==> src/rtl/alu_result_stage.sv <==
// alu_result_stage: final ALU stage. Computes a 4-bit result and its {N,Z,C,V}
// flags from preprocessed operands and queues them in a DEPTH-entry FIFO.
//
// Ports:
//   clk, reset_n     clock, asynchronous active-low reset
//   AMod, BMod, Op   operands and opcode (Op[2]=0 add, Op[2]=1 logic op)
//   in_valid/ready   input handshake; in_ready depends only on stored state
//   R, flags         result and {N,Z,C,V} at the FIFO head (zero when empty)
//   out_valid/ready  output handshake
//   acc_count        saturating count of accepted operations
module alu_result_stage #(
    parameter int unsigned DEPTH = 2
) (
    input  logic       clk,
    input  logic       reset_n,
    input  logic [3:0] AMod,
    input  logic [3:0] BMod,
    input  logic [2:0] Op,
    input  logic       in_valid,
    output logic       in_ready,
    output logic [3:0] R,
    output logic [3:0] flags,
    output logic       out_valid,
    input  logic       out_ready,
    output logic [7:0] acc_count
);

    localparam int unsigned PtrW = (DEPTH > 1) ? $clog2(DEPTH) : 1;
    localparam int unsigned CntW = $clog2(DEPTH + 1);

    logic [4:0]      sum5;
    logic [3:0]      res;
    logic            carry;
    logic            ovf;
    logic [7:0]      entry;

    logic [7:0]      mem_q [DEPTH];
    logic [PtrW-1:0] wr_ptr_q, wr_ptr_d;
    logic [PtrW-1:0] rd_ptr_q, rd_ptr_d;
    logic [CntW-1:0] count_q, count_d;
    logic [7:0]      acc_q, acc_d;
    logic            push;
    logic            pop;

    // Result and flag computation.
    always_comb begin
        sum5  = {1'b0, AMod} + {1'b0, BMod};
        res   = 4'b0000;
        carry = 1'b0;
        ovf   = 1'b0;
        if (!Op[2]) begin
            res   = sum5[3:0];
            carry = sum5[4];
            // Signed overflow: same-sign operands producing a different-sign result.
            ovf   = (AMod[3] == BMod[3]) && (res[3] != AMod[3]);
        end else begin
            case (Op[1:0])
                2'b00:   res = AMod & BMod;
                2'b01:   res = AMod | BMod;
                2'b10:   res = AMod ^ BMod;
                default: res = ~(AMod | BMod);
            endcase
        end
        entry = {res, res[3], (res == 4'b0000), carry, ovf};
    end

    assign in_ready  = (count_q < CntW'(DEPTH));
    assign out_valid = (count_q != '0);
    assign push      = in_valid && in_ready;
    assign pop       = out_valid && out_ready;

    // Head is gated by out_valid so outputs read zero after reset and when empty.
    assign R         = out_valid ? mem_q[rd_ptr_q][7:4] : 4'b0000;
    assign flags     = out_valid ? mem_q[rd_ptr_q][3:0] : 4'b0000;
    assign acc_count = acc_q;

    always_comb begin
        wr_ptr_d = wr_ptr_q;
        rd_ptr_d = rd_ptr_q;
        count_d  = count_q;
        acc_d    = acc_q;
        if (push) begin
            wr_ptr_d = (wr_ptr_q == PtrW'(DEPTH - 1)) ? '0 : wr_ptr_q + PtrW'(1);
            if (acc_q != 8'hFF) begin
                acc_d = acc_q + 8'd1;
            end
        end
        if (pop) begin
            rd_ptr_d = (rd_ptr_q == PtrW'(DEPTH - 1)) ? '0 : rd_ptr_q + PtrW'(1);
        end
        case ({push, pop})
            2'b10:   count_d = count_q + CntW'(1);
            2'b01:   count_d = count_q - CntW'(1);
            default: count_d = count_q;
        endcase
    end

    always_ff @(posedge clk or negedge reset_n) begin
        if (!reset_n) begin
            wr_ptr_q <= '0;
            rd_ptr_q <= '0;
            count_q  <= '0;
            acc_q    <= 8'd0;
        end else begin
            wr_ptr_q <= wr_ptr_d;
            rd_ptr_q <= rd_ptr_d;
            count_q  <= count_d;
            acc_q    <= acc_d;
        end
    end

    // Storage needs no reset: a slot is only read after it has been written.
    // Writing only on push keeps idle-cycle data inputs out of the buffer.
    always_ff @(posedge clk) begin
        if (push) begin
            mem_q[wr_ptr_q] <= entry;
        end
    end

endmodule
==> config.mk <==
export PLATFORM = sky130hd
export DESIGN_NAME = alu_result_stage
export DESIGN_NICKNAME = d
export VERILOG_FILES = /design/src/rtl/alu_result_stage.sv
export SDC_FILE = /design/constraint.sdc
export NUM_CORES = 1
export LEC_CHECK = 0
export BUFFER_PORTS_ARGS = -buffer_cell sky130_fd_sc_hd__buf_2
export CORE_ASPECT_RATIO = 0.8
export CORE_MARGIN = 4
export CORE_UTILIZATION = 28
export CTS_CLUSTER_DIAMETER = 40
export DETAILED_ROUTE_END_ITERATION = 8
export HOLD_SLACK_MARGIN = 0.05
export PLACE_DENSITY = 0.44
export SETUP_SLACK_MARGIN = 0.15
export SLEW_MARGIN = 15
export SYNTH_ARGS = -nofsm -noshare
export SYNTH_HDL_FRONTEND = slang
export SYNTH_SLANG_ARGS = --single-unit
==> constraint.sdc <==
create_clock -name clk -period 2.35 [get_ports clk]
set_clock_uncertainty 0.1 [all_clocks]
set_input_delay 0.47 -clock clk [delete_from_list [all_inputs] [get_ports clk]]
set_output_delay 0.47 -clock clk [all_outputs]
set_load 0.005 [all_outputs]
==> flow_summary.rst <==
.. list-table::
   :header-rows: 1

   * - Metric
     - Value
   * - Max-slew violation total from the final report
     - 0
   * - Average wire per cell in the routed design
     - around 13 µm
   * - Number of cells produced by synthesis
     - between 100 and 150
   * - TritonCTS clock tree
     - yes
   * - Residual DRC count
     - 0
   * - Post-synthesis average cell area
     - 11.6 µm²
   * - Power density relative to cell area
     - 964 nW/µm²
   * - First drt pass iteration count
     - 4
   * - Critical Path Max Stage Delay
     - 0.43 ns
   * - Number of enable-type register cells in the synthesized netlist
     - 14
   * - Routability congestion estimate from global placement
     - 0.725
   * - Worst Path Class, Setup
     - flop to output pin
   * - Cells taking the most area after synthesis
     - sky130_fd_sc_hd__edfxtp_1 27%, sky130_fd_sc_hd__dfrtp_1 20%, sky130_fd_sc_hd__ha_1 8.2%, sky130_fd_sc_hd__xnor2_1 6.3%, sky130_fd_sc_hd__mux2i_1 5.9%
   * - Worst slew margin relative to its limit
     - 56.2%
   * - Status
     - completed
   * - Post-route cell area
     - 1820 µm²
   * - Layout-stage area growth over the synthesis result
     - 19.0%
   * - Starting DRT DRC Count
     - 36
   * - Clock latency on the worst-skew pair
     - roughly 0.27 ns
   * - Post-synthesis sequential area ratio
     - roughly 47%
   * - Clock Root Buffer
     - sky130_fd_sc_hd__clkbuf_8
   * - Number of vias in the routed layout
     - 1,015
   * - Top layer used by detailed routing
     - met4
   * - Worst-path maximum fanout
     - 6
   * - Most frequent standard cell in the layout excluding fill and tap cells
     - sky130_fd_sc_hd__buf_2
   * - Summed negative setup slack over all endpoints
     - 0 ns
   * - Worst path setup slack after routing
     - 0.371 ns
   * - Routed metal-1 wirelength
     - 1320 µm
   * - Initial core utilization
     - 29.8%
   * - Met2 routed WL
     - around 1400 µm
   * - Post-CTS repair timing setup buffer count
     - 0
   * - Via count of the first global-routing pass
     - ~1,100
   * - Async set-or-reset flop fraction in the synthesized netlist
     - a little under half
   * - TritonCTS buffer count
     - 3
   * - Number of antenna violations at the first check in global routing
     - 0
   * - Master of the slowest instance on the critical path
     - sky130_fd_sc_hd__dfrtp_1
   * - Top library cells by usage in the layout, fill and taps aside
     - 32 x sky130_fd_sc_hd__buf_2, 14 x sky130_fd_sc_hd__nor2_1, 14 x sky130_fd_sc_hd__edfxtp_1
   * - Gr usage total
     - 9.45%
   * - Post-placement cell area
     - 1740 µm²
   * - Pin slew with the least headroom to its limit
     - 0.655 ns
   * - Cell repeated most along the worst path
     - sky130_fd_sc_hd__nor2_1
   * - Flip-flop and latch count after synthesis
     - 26
   * - Ys flop type
     - sky130_fd_sc_hd__edfxtp_1
   * - Area fraction of the dominant cell type after synthesis
     - 27.4%
   * - FP Rows
     - 23
   * - Routed Wire Length
     - ~2900 µm
   * - Crit end category
     - output pin
   * - H-tree depth reported by CTS
     - 1
   * - Top-level port count
     - 33
   * - Number of max-capacitance violations reported
     - 0
   * - DR vias/cell
     - 4.47
   * - Hold slack
     - 0.398 ns
   * - Fmax achieved
     - about 500 MHz
   * - Leakage power total
     - 0.000864 µW
   * - Total standard cell area after synthesis
     - approximately 1500 µm²
   * - Count of antenna-violating nets left after detailed routing
     - 0
   * - Net count after synthesis
     - 158
   * - Horizontal die dimension
     - between 90 and 100 µm
   * - Yosys Warn Count
     - 0
   * - VDD IR-drop max
     - 454 µV
   * - Post-CTS clock slew at the launch and capture registers of the worst setup and hold paths
     - 0.09 ns
   * - Vert. Die Dim
     - 74.2 µm
   * - Class of the worst hold path
     - flop to flop
   * - Fraction of layout instances using a drive strength above 1
     - 28.5%
   * - Post-route minimum period
     - 1.98 ns
   * - First-pass GRT wire length
     - 5040 µm
   * - Largest net degree at the start of global routing
     - 16
   * - Max Buffers Root-to-Sink
     - 2
   * - Kind of start point of the critical path
     - flop
   * - Net count, final
     - around 190
   * - Die area
     - 6730 µm²
   * - Number of buffer cells added on primary ports
     - 32
   * - Number of cells in the design after placement
     - 222
   * - Critical path arrival
     - ~1.4 ns
   * - # diodes
     - 0
   * - Worst path cell trace
     - nor2_1, buf_4, nor2_1, buf_2
   * - RSZ-0062 raised after global routing
     - false
   * - Post-CTS Resized
     - 0
   * - Number of library cell types mapped by synthesis
     - 33
   * - Worst slack at placement
     - 0.131 ns
   * - Routed wire length on met3
     - 146 µm
   * - HPWL after DPL
     - 2370 µm
   * - Final hold violation count
     - 0
   * - Number of failing setup endpoints in the final timing report
     - 0
   * - Number of clock sinks
     - 26
   * - Non-filler instance count after layout
     - 227
   * - Total gr overflow
     - 0
   * - Critical path required time
     - approximately 1.8 ns
   * - Hold buffer count at CTS
     - 1
   * - Post-route clock period utilization
     - a little over four fifths
   * - Core footprint
     - 5150 µm²
   * - Cell taking the most area after synthesis
     - sky130_fd_sc_hd__edfxtp_1
kinds of logic after synthesis:
family	synth area share [%]
adder cells (fa/ha/maj)	9.47
multiplexers	10.0
buffers and inverters	4.73
AO/OA/AOI/OAI	6.78
flip-flops	47.0
AND/OR/NAND/NOR	11.7
XOR/XNOR	10.3
per-stage QoR:
stage,power [µW],util (%)
after CTS,1790,35.4
final,1760,35.4
after global placement,1400,33.8
after global routing,1900,35.4
after floorplan,1170,-
after detailed placement,1430,33.8
sequential cells by signal (all words and copies together) (netlist names):
name,cells
acc_count,8
count_q,2
mem_q,14
rd_ptr_q,1
wr_ptr_q,1
path summary, 6_finish.rpt:
kind,startpoint,end,slack [ns],depth (start not counted)
worst min-delay path,acc_count[6],acc_count[6],0.40,1
worst max register to register,count_q[0],count_q[1],0.72,5
worst min register to register,acc_count[6],acc_count[6],0.40,1
worst max-delay path,count_q[0],R[3],0.37,4
max in group asynchronous,reset_n,acc_count[0],1.43,2
min in group asynchronous,reset_n,rd_ptr_q,0.50,2
power by group:
| group | internal, µW | switching, µW |
|---|---|---|
| Combinational | 329 | 319 |
| Sequential | 619 | 131 |
| Clock | 228 | 134 |
per-layer routing:
| metal | GRT usage, % | up-vias |
|---|---|---|
| li1 | - | 514 |
| met1 | 11.5 | 479 |
| met2 | 16.3 | 20 |
| met3 | 3.34 | 2 |
| met4 | 2.55 | 0 |
| met5 | 0 | - |
cell type report:
class	instances	area, µm²
fillers	501	3330
multi-input cells	91	739
flip-flops and latches	26	721
repair buffers	34	178
well taps	62	77.6
clock buffers	3	41.3
inverters	10	37.5
clock inverters	1	30.0
synthesized netlist by cell type, drive strengths merged, types with 2 or more instances:
master  number
nand3        3
mux2i       10
nand2b       2
a21o         4
xnor2       11
nor3         5
buf          4
inv         10
nor2b        2
xor2         7
nand4        2
nor2        14
nand2        6
edfxtp      14
a21oi        5
mux2         3
dfrtp       12
ha          10
worst max-delay path, delay by kind of cell (launching register included):
family	cells	cell delay, ns
and+or+nand+nor	2	0.37
DFF	1	0.43
buffers and inverters	2	0.34
(Power assumes the default switching activity.)
